===== config.mk =====
export PLATFORM = sky130hd
export DESIGN_NAME = fetch_sequencer
export DESIGN_NICKNAME = d
export VERILOG_FILES = /design/src/rtl/fetch_sequencer.sv
export SDC_FILE = /design/constraint.sdc
export NUM_CORES = 1
export LEC_CHECK = 0
export ABC_AREA = 1
export CAP_MARGIN = 20
export CORE_MARGIN = 3
export CORE_UTILIZATION = 25
export CTS_BUF_LIST = sky130_fd_sc_hd__clkbuf_4 sky130_fd_sc_hd__clkbuf_8
export CTS_CLUSTER_DIAMETER = 40
export DETAILED_ROUTE_END_ITERATION = 10
export PLACE_DENSITY = 0.51
export SYNTH_ARGS = -nofsm -noshare
export SYNTH_HDL_FRONTEND = slang
export SYNTH_SLANG_ARGS = --single-unit

===== constraint.sdc =====
create_clock -name clk -period 1.7 [get_ports clk]
set_clock_uncertainty 0.05 [all_clocks]
set_input_delay 0.34 -clock clk [delete_from_list [all_inputs] [get_ports clk]]
set_output_delay 0.34 -clock clk [all_outputs]
set_load 0.02 [all_outputs]

===== src/rtl/fetch_sequencer.sv =====
// fetch_sequencer: control FSM for the LC-3b instruction fetch path.
// Walks PC->MAR, memory->MDR, MDR->IR, screens the opcode, hands the
// instruction to the execute controller and counts retirements.
// Memory waits are bounded; an illegal opcode or a memory timeout parks
// the FSM in HALT with an error code until reset_n.
module fetch_sequencer #(
    parameter int MEM_TIMEOUT = 16,
    parameter int CNT_W       = 16
) (
    input  logic             clk,
    input  logic             reset_n,
    input  logic             run,
    input  logic [3:0]       opcode,
    input  logic             mem_resp,
    input  logic             exec_done,
    output logic             load_pc,
    output logic             pcmux_sel,
    output logic             load_mar,
    output logic             marmux_sel,
    output logic             load_mdr,
    output logic             mdrmux_sel,
    output logic             mem_read,
    output logic             load_ir,
    output logic             exec_start,
    output logic             busy,
    output logic             halted,
    output logic [1:0]       err_code,
    output logic [CNT_W-1:0] instr_count
);

    localparam logic [2:0] S_IDLE   = 3'd0;
    localparam logic [2:0] S_FETCH1 = 3'd1;
    localparam logic [2:0] S_FETCH2 = 3'd2;
    localparam logic [2:0] S_FETCH3 = 3'd3;
    localparam logic [2:0] S_DECODE = 3'd4;
    localparam logic [2:0] S_EXEC   = 3'd5;
    localparam logic [2:0] S_HALT   = 3'd6;

    // The wait counter holds (FETCH2 cycle number - 1), so it never needs
    // to reach MEM_TIMEOUT itself.
    localparam int WAIT_W = (MEM_TIMEOUT < 2) ? 1 : $clog2(MEM_TIMEOUT);

    localparam logic [1:0] ERR_ILLEGAL = 2'b01;
    localparam logic [1:0] ERR_TIMEOUT = 2'b10;

    logic [2:0]        state_reg, state_next;
    logic [WAIT_W-1:0] wait_cnt_reg, wait_cnt_next;
    logic [1:0]        err_code_reg, err_code_next;
    logic [CNT_W-1:0]  instr_count_reg, instr_count_next;

    logic illegal_op;
    logic wait_last;

    // RTI (1000) and the reserved 1010/1011 encodings are not executable.
    assign illegal_op = (opcode == 4'b1000) || (opcode == 4'b1010) || (opcode == 4'b1011);
    assign wait_last  = (wait_cnt_reg == WAIT_W'(MEM_TIMEOUT - 1));

    // State, wait counter, error code and retire counter registers.
    always_ff @(posedge clk or negedge reset_n) begin
        if (!reset_n) begin
            state_reg       <= S_IDLE;
            wait_cnt_reg    <= '0;
            err_code_reg    <= 2'b00;
            instr_count_reg <= '0;
        end else begin
            state_reg       <= state_next;
            wait_cnt_reg    <= wait_cnt_next;
            err_code_reg    <= err_code_next;
            instr_count_reg <= instr_count_next;
        end
    end

    // Next-state logic; err_code only changes on the transition into HALT.
    always_comb begin
        state_next       = state_reg;
        wait_cnt_next    = wait_cnt_reg;
        err_code_next    = err_code_reg;
        instr_count_next = instr_count_reg;
        case (state_reg)
            S_IDLE: begin
                if (run) state_next = S_FETCH1;
            end
            S_FETCH1: begin
                state_next    = S_FETCH2;
                wait_cnt_next = '0;
            end
            S_FETCH2: begin
                if (mem_resp) begin
                    state_next = S_FETCH3;
                end else if (wait_last) begin
                    state_next    = S_HALT;
                    err_code_next = ERR_TIMEOUT;
                end else begin
                    wait_cnt_next = wait_cnt_reg + WAIT_W'(1);
                end
            end
            S_FETCH3: begin
                state_next = S_DECODE;
            end
            S_DECODE: begin
                if (illegal_op) begin
                    state_next    = S_HALT;
                    err_code_next = ERR_ILLEGAL;
                end else begin
                    state_next = S_EXEC;
                end
            end
            S_EXEC: begin
                if (exec_done) begin
                    instr_count_next = instr_count_reg + CNT_W'(1);
                    state_next       = run ? S_FETCH1 : S_IDLE;
                end
            end
            S_HALT: begin
                state_next = S_HALT;
            end
            default: begin
                state_next = S_IDLE;
            end
        endcase
    end

    // Moore decode of the control outputs from the registered state.
    // load_mdr and exec_start are qualified by their data inputs so MDR
    // only captures valid memory data and illegal opcodes never start.
    always_comb begin
        load_pc    = (state_reg == S_FETCH1);
        pcmux_sel  = (state_reg == S_FETCH1);
        load_mar   = (state_reg == S_FETCH1);
        marmux_sel = (state_reg == S_FETCH1);
        mem_read   = (state_reg == S_FETCH2);
        mdrmux_sel = (state_reg == S_FETCH2);
        load_mdr   = (state_reg == S_FETCH2) && mem_resp;
        load_ir    = (state_reg == S_FETCH3);
        exec_start = (state_reg == S_DECODE) && !illegal_op;
        busy       = (state_reg != S_IDLE) && (state_reg != S_HALT);
        halted     = (state_reg == S_HALT);
    end

    assign err_code    = err_code_reg;
    assign instr_count = instr_count_reg;

endmodule

* Word level (Yosys, flattened, before mapping)
Index checks and enable logic that the tools add are counted.
** Word-level totals
- Register bits :: 25
- Latch bits :: 0
- Bits in writable memories :: 0
- ROM bits :: 0
- Bits of input ports :: 9
- Output and inout bits :: 29
- Memories kept :: 0
** Cells by class
- $add $sub $neg :: 2
- Multipliers :: 0
- Div/mod/pow operators :: 0
- Magnitude comparators :: 0
- Equal/unequal tests :: 18
- Shift-type cells :: 0
- Muxes and demuxes :: 14
- Bitwise operators :: 0
- Reduce and logical (&&, ||, !) cells :: 14
** Operators with widths (count)
- $pmux 3 s7 :: 1
- $add 16x1->16 const B :: 1
- $eq 4x4->1 const B :: 4
- $mux 3 :: 4
- $ne 2x2->1 const B :: 5
- $eq 3x3->1 const B :: 3
- $mux 2 :: 4
- $mux 4 :: 2
- $pmux 4 s2 :: 1
- $eq 3x2->1 const B :: 2
- $reduce_and 3->1 :: 2
- $add 4x1->4 const B :: 1
- $pmux 2 s2 :: 1
- $reduce_and 4->1 :: 1
- $reduce_bool 2->1 :: 2
- $eq 3x1->1 const B :: 1
- $logic_and 1x1->1 :: 3
- $logic_not 3->1 :: 1
- $ne 3x2->1 const B :: 1
- $ne 3x3->1 const B :: 1
- $reduce_bool 3->1 :: 1
- $logic_or 1x1->1 :: 2
- $ne 2x1->1 const B :: 1
- $reduce_and 2->1 :: 1
- 2 further kinds :: 2

* Longest topological paths before layout
Gate-level depths: netlist (run 1).
- Word-level depth :: 5
- Depth in mapped cells :: 9

* Worst setup path after synthesis (run 1)
OpenSTA, ideal clock, no wires.
- Kind :: reg-to-output
- Start :: register state_reg[0]
- End :: output port busy
- Arrival time :: 1.165 ns
- Required time :: 1.310 ns
- Slack :: 0.145 ns
- Cell stages (with the launch flop) :: 6
- Buffers on the path :: 1
- Cells stage by stage :: dfrtp_1 -> buf_2 -> inv_2 -> nand2_1 -> nor2_1 -> nor2_1
** On the way
- Cells in the longest elaborated chain, start to end :: 2
- Elaborated cells on any way between the ends :: 3
- Classes of those cells :: eq/ne (1); reduce/logical (2)
** Ends and longest elaborated chain
- from (decl) :: line 46 : logic [2:0] state_reg, state_next;
- from (signal assigned) :: line 66 : state_reg <= state_next;
- $ne 3x3->1 / $reduce_bool 3->1 (equally long branches) :: line 136 : busy = (state_reg != S_IDLE) && (state_reg != S_HALT);
- $logic_and 1x1->1 (*) :: line 136
- to (decl) :: line 25 : output logic busy,
Every way passes the cells marked *; elsewhere a longest branch is shown, timed or not.

* Worst setup path in the final report (run 1)
- Start :: register state_reg[2]
- End :: output port busy
Same word-level chain as after synthesis.

==> metrics.md, run 1 <==
| Metric | Value |
|---|---|
| Crit-path max FO | 5 |
| Syn avg cell area | 7.44 um^2 |
| GR Util met3 | 0.0129 |
| Dominant cell type by area after synthesis | dfrtp_1 |
| Vias in the first global route | 1369 |
| Worst slack, placed | -0.347 ns |
| Post-Syn Area | 1480 um^2 |
| Worst path slowest cell | dfrtp_2 |
| Critical R2R Launch | state_reg[0] |
| Longest Clk Path Bufs | 2 |
| CP max stage delay | 0.46 ns |
| Layout cells sized above 1 | 0.235 |
| Pin count of the biggest net entering global routing | 26 |
| Final setup viols | 0 |
| Slew Viols, Final | 0 |
| Vias per cell | 4.13 |
| CP endpoint kind | output pin |
| Drt pass-1 iters | 4 |
| Arrival @ worst endpoint | 1.29 ns |
| Post-synth top cells | nand2_1 (61), dfrtp_1 (25), inv_1 (25) |
| Ant. Diodes | 0 |
| Slew margin rel. | 0.780 |
| Via count | 1351 |
| Path type of the worst setup path | flop to output pin |
| M2 GR Usage | 0.174 |
| Placed insts | 320 |
| Flops & latches, synth | 25 |
| Pwr/cell area | 1280 nW/um^2 |
| Worst R2R End | wait_cnt_reg[0] |
| P_leak | 1.14 nW |
| Grt total ovfl | 0 |
| Post-route ant nets | 0 |
| First-pass GRT wire length | 6400 um |
| Crit. Startpoint | state_reg[2] |
| Ys async rst share | 1.00 |
| Average wire per standard cell | 10.9 um |
| Endpoints failing hold | 0 |
| Crit path launch type | flop |
| CTS Sinks | 25 |
| Post-DP HPWL | 2760 um |
| Synth warn | 0 |
| Final period util | 0.990 |
| GRT Util Overall | 0.111 |
| Die area | 6890 um^2 |
| Root buf cell | clkbuf_8 |
| Post-route insts no fill | 327 |
| Die width | 83.0 um |
| CP required | 1.31 ns |
| Die Y | 83.0 um |
| Reg2Reg Setup Slack | 0.12 ns |
| Drc violations | 0 |
| Clock transition at path regs | 0.09 ns |
| Worst Setup EP | busy |
| IO Count | 38 |
| CTS H-tree lvls | 1 |
| Number of flip-flops in the largest register | 16 |
| Final wirelength | 3570 um |
| Final setup margin | 0.0163 ns |
| Core region area | 5610 um^2 |
| Synth top area share | 0.422 |
| Max-cap violations | 0 |
| Fmax | 594 MHz |
| CTS buffer count | 3 |
| Nets | 267 |
| Count leader, synth | nand2_1 |
| Syn-to-layout area delta | 41.3% |
| Worst vdd ir | 0.000555 V |
| Iteration-0 DRC Markers | 58 |
| Row cnt | 27 |
| Hold slack | 0.377 ns |
| Run status | finished, final reports clean |
| Hold crit path type | primary input to asynchronous set/reset pin |
| Synth Flop Type | dfrtp_1 |
| Least-Margin Pin Slew | 0.329 ns |
| Net Count, Synth | 210 |
| Busiest grt layer | met2 |
| Post-synth EDFFs | 0 |
| Initial Util | 0.264 |
| Sequential share of the synthesized area | 0.422 |
| Antenna violations before repair | 0 |
| Port Buf Inserts | 37 |
| Post-synth cell types | 22 |
| Area contributors post-synth | dfrtp_1 (42%), nand2_1 (15%), nand3_1 (7.4%) |
| Worst Reg-to-Reg Cells | 9 |
| Clk Latency, worst-skew pair | 0.27 ns |
| Setup TNS | 0 ns |
| Placer congestion estimate | 0.796 |
| TritonCTS clock tree | built |
| CP Cell Sequence | buf_4 > nor3_2 > nor2_1 > buf_2 |
| M1 GR Usage | 0.155 |
| Syn Inst Count | 199 |
| RSZ-0062 raised after global routing | true |
| Min Tclk post-route | 1.68 ns |
cell usage in the layout, fill, tap and decap left out, types with 6 or more instances in the layout:
master and count:
buf_2 8, nand4_1 8, inv_1 23, clkdlybuf4s50_1 9
nand3_1 22, nor2_1 17, buf_4 21, dfrtp_1 22
dlygate4sd2_1 12, inv_2 6, nand2_1 61
through the flow:
step                      instance area, um^2  power, mW  utilization
after floorplan                          1480       1.70            -
after global placement                   2040       2.35        0.363
final                                    2090       2.69        0.373
after CTS                                2050       2.66        0.366
after global routing                     2090       2.89        0.373
after detailed placement                 2040       2.34        0.363
how the worst min path moves through the flow:
stage	startpoint	endpoint	slack, ns	depth (start not counted)
finish	reset_n	instr_count[9]	0.38	2
global route	reset_n	instr_count[9]	0.42	2
CTS	reset_n	instr_count[9]	0.39	2
detailed placement	err_code[0]	err_code[0]	0.42	2
global placement	err_code[0]	err_code[0]	0.41	2
floorplan	reset_n	err_code[0]	-0.006	0
worst max-delay path: cells and delay by family (launching register included):
family / cells / cell delay, ns
buf+inv: 2 / 0.31
simple gates: 2 / 0.25
flops: 1 / 0.46
power by group:
part	total, mW	switching (mW)	internal [mW]
sequential	0.892	0.161	0.731
clock	0.361	0.197	0.164
combinational	1.43	0.810	0.625
total	2.69	1.17	1.52
layout make-up:
class | count | area [um^2]
clock inverter | 1 | 5.00
inverter | 29 | 109
clock buffer | 3 | 41.3
sequential | 25 | 629
tap | 72 | 90.1
multi-input combinational | 139 | 729
fill | 610 | 3510
timing repair buffer | 58 | 489
kinds of logic after synthesis:
group	synth area share
buffers and inverters	0.101
AND/OR/NAND/NOR	0.391
flip-flops	0.422
XOR/XNOR	0.0591
adder cells (fa/ha/maj)	0.0169
AO/OA/AOI/OAI	0.0101
repair_timing:
item / CTS / global route
gates cloned: 0 / 0
buffers inserted: 1 / 2
hold buffers: 0 / 0
pin swaps: 0 / 5
resized for setup: 61 / 17
endpoints found under the hold margin: 0 / 0
setup endpoints to repair: 23 / 14
routing by layer:
| metal | part of all wire | routed length (um) |
|---|---|---|
| met4 | 0.015 | 54 |
| met2 | 0.45 | 1620 |
| met3 | 0.017 | 62 |
| met1 | 0.51 | 1840 |
| met5 | 0 | 0 |
(Power assumes the default switching activity.)
==> inputs of run 2 (changes only) <==
Settings changed: CORE_UTILIZATION 25 to 50, GPL_TIMING_DRIVEN from default to 0, PLACE_DENSITY 0.51 to 0.86, RECOVER_POWER from default to 50.
==> run 2 against run 1 <==
Net effect: the flow now finishes with violations (negative setup slack); clock power down 19%; first-iteration DRC count grew to 2.8 times the previous value; via count rose by 24%; highest routed layer unchanged; largest power group unchanged.
==> metrics.md, run 2 (same netlist as run 1, synthesis figures left out) <==
| Metric | Value |
|---|---|
| Run status | finished, violations left |
| Failing checks | negative setup slack |
| Post-DP HPWL | 2450 um (-11%) |
| Critical R2R Launch | state_reg[0] |
| Pin count of the biggest net entering global routing | 17 (-35%) |
| Clk pwr share | 0.083 (-0.051) |
| Grt total ovfl | 0 (unchanged) |
| Post-CTS Hold Fix Bufs | 0 (unchanged) |
| Pwr/cell area | 1520 nW/um^2 (+18%) |
| Via count | 1677 (+24%) |
| Drt pass-1 iters | 4 (unchanged) |
| Average wire per standard cell | 19.0 um (+74%) |
| Die area | 3650 um^2 (-47%) |
| Arrival @ worst endpoint | 1.43 ns (+0.14 ns) |
| Worst R2R End | wait_cnt_reg[0] |
| RSZ-0062 raised after global routing | true |
| Sequential power share | 0.256 (-0.076) |
| Crit-path max FO | 5 (unchanged) |
| Clock transition at path regs | 0.14 ns (+0.05 ns) |
| Vias per cell | 5.67 (+37%) |
| Reg2Reg Setup Slack | -0.09 ns (-0.21 ns) |
| Path type of the worst setup path | flop to output pin |
| Initial Util | 0.533 (+0.268) |
| Slew margin rel. | 0.482 (-0.298) |
| Switching pwr | 1.62 mW (+39%) |
| Internal power | 1.87 mW (+23%) |
| CTS Sinks | 25 (unchanged) |
| Ant. Diodes | 0 (unchanged) |
| Pwr Total | 3.49 mW (+30%) |
| First-pass GRT wire length | 6690 um (+4.5%) |
| CP required | 1.31 ns (about the same) |
| Die width | 60.4 um (-27%) |
| CTS buffer count | 3 (unchanged) |
| Final wirelength | 5630 um (+58%) |
| IO Count | 38 (unchanged) |
| GRT Util Overall | 0.245 (+0.134) |
| Final setup viols | 15 (+15) |
| CP Cell Sequence | buf_6 > inv_4 > nand2_4 > nor2_4 > nand2_2 > inv_2 > buf_6 |
| Min Tclk post-route | 1.82 ns (+0.140 ns) |
| Antenna violations before repair | 0 (unchanged) |
| Placed cell areas | 1920 um^2 (-5.8%) |
| Final setup margin | -0.124 ns (-0.140 ns) |
| Die Y | 60.4 um (-27%) |
| Worst vdd ir | 0.00166 V (+200%) |
| Hold crit path type | primary input to asynchronous set/reset pin |
| Endpoints failing hold | 0 (unchanged) |
| Vias in the first global route | 1444 (+5.5%) |
| Max-cap violations | 0 (unchanged) |
| Clk Latency, worst-skew pair | 0.33 ns (+0.06 ns) |
| Slew Viols, Final | 0 (unchanged) |
| Root buf cell | clkbuf_4 |
| CP max stage delay | 0.42 ns (-0.04 ns) |
| Placer congestion estimate | 0.888 (+12%) |
| Iteration-0 DRC Markers | 162 (+180%) |
| Longest Clk Path Bufs | 2 (unchanged) |
| Fmax | 548 MHz (-7.7%) |
| Syn-to-layout area delta | 55.3% |
| Drc violations | 0 (unchanged) |
| Core region area | 2780 um^2 (-50%) |
| P_leak | 1.22 nW (+7.3%) |
| Setup TNS | -1.12 ns (-1.12 ns) |
| Layout cells sized above 1 | 0.306 (+0.0704) |
| Number of flip-flops in the largest register | 16 (unchanged) |
| TritonCTS clock tree | built |
| Post-route insts no fill | 296 (-9.5%) |
| Worst path slowest cell | dfrtp_1 |
| Most common cell after layout, fill and taps aside | nand2_1 |
| Commonest non-fill, non-tap cells in the layout | nand2_1 (52), dfrtp_1 (24), buf_6 (21), inv_1 (20), buf_4 (20) |
| Most used cell, CP | buf_6 |
| Sw Share | 0.464 (+0.0299) |
| Least-Margin Pin Slew | 0.776 ns (+0.447 ns) |
| CTS H-tree lvls | 1 (unchanged) |
| Crit path launch type | flop |
| CP endpoint kind | output pin |
| Final period util | 1.07 (+0.0826) |
| Placed insts | 268 (-16%) |
| Comb pwr share | 0.660 (+0.126) |
| Row cnt | 19 (-30%) |
| Nets | 277 (+3.7%) |
| Post-route design area | 2300 um^2 (+9.9%) |
| Port Buf Inserts | 37 (unchanged) |
| Worst Reg-to-Reg Cells | 12 (+3) |
| Post-route ant nets | 0 (unchanged) |
[run 2: changes by cell type in the layout (fill, tap and decap cells not counted), sizes merged]
cell,delta
dlygate4sd3,+1
clkinv,-1
clkbuf,+1
buf,+9
dlymetal6s2s,-3
dlygate4sd2,+5
clkdlybuf4s50,-2
[run 2: worst max-delay path, delay by kind of cell, from the launching register on]
| kind | cells | cell delay (ns) |
|---|---|---|
| buf+inv | 4 | 0.39 |
| flops | 1 | 0.42 |
| simple gates | 3 | 0.27 |
[run 2: power by group through the flow]
stage	clock [mW]	combinational (mW)	sequential [mW]
after floorplan	0	0.780	0.920
after global placement	0	1.34	0.850
after detailed placement	0	1.37	0.851
after CTS	0.292	1.81	0.848
after global routing	0.310	2.41	0.900
final	0.291	2.30	0.894
[run 2: cell type report]
class / instances / area (um^2)
Sequential cell: 25 / 627
Fill cell: 147 / 480
Tap cell: 31 / 38.8
Inverter: 29 / 126
Clock buffer: 4 / 30.0
Multi-Input combinational cell: 139 / 838
Buffer: 6 / 67.6
Timing Repair Buffer: 62 / 573
[run 2: per-layer routing]
metal | track usage | wire length [um] | vias up | share of wire
met3 | 0.0681 | 291 | 27 | 0.052
met5 | 0 | 0 | - | 0
li1 | - | - | 755 | -
met1 | 0.327 | 2290 | 814 | 0.41
met4 | 0.0557 | 316 | 0 | 0.056
met2 | 0.400 | 2740 | 81 | 0.49
[run 2: worst max path at each step]
stage / from / end
after floorplan: state_reg[0] / busy
after global placement: opcode[3] / exec_start
after detailed placement: opcode[3] / exec_start
after CTS: state_reg[1] / busy
after global routing: opcode[3] / exec_start
final: state_reg[0] / exec_start
[run 2: what timing repair did]
item,CTS,global route
hold endpoints to repair,0,0
resized for setup,102,37
buffers inserted,22,5
pin swaps,8,13
endpoints found under the setup margin,28,19
[run 2: metrics by stage]
step | worst slack, ns | utilization | hold slack [ns]
after detailed placement | -0.410 | 0.690 | 0.415
after floorplan | 0.145 | - | -0.00559
final | -0.124 | 0.827 | 0.334
after CTS | -0.0386 | 0.780 | 0.316
after global routing | -0.212 | 0.827 | 0.354
after global placement | -0.412 | 0.680 | 0.407
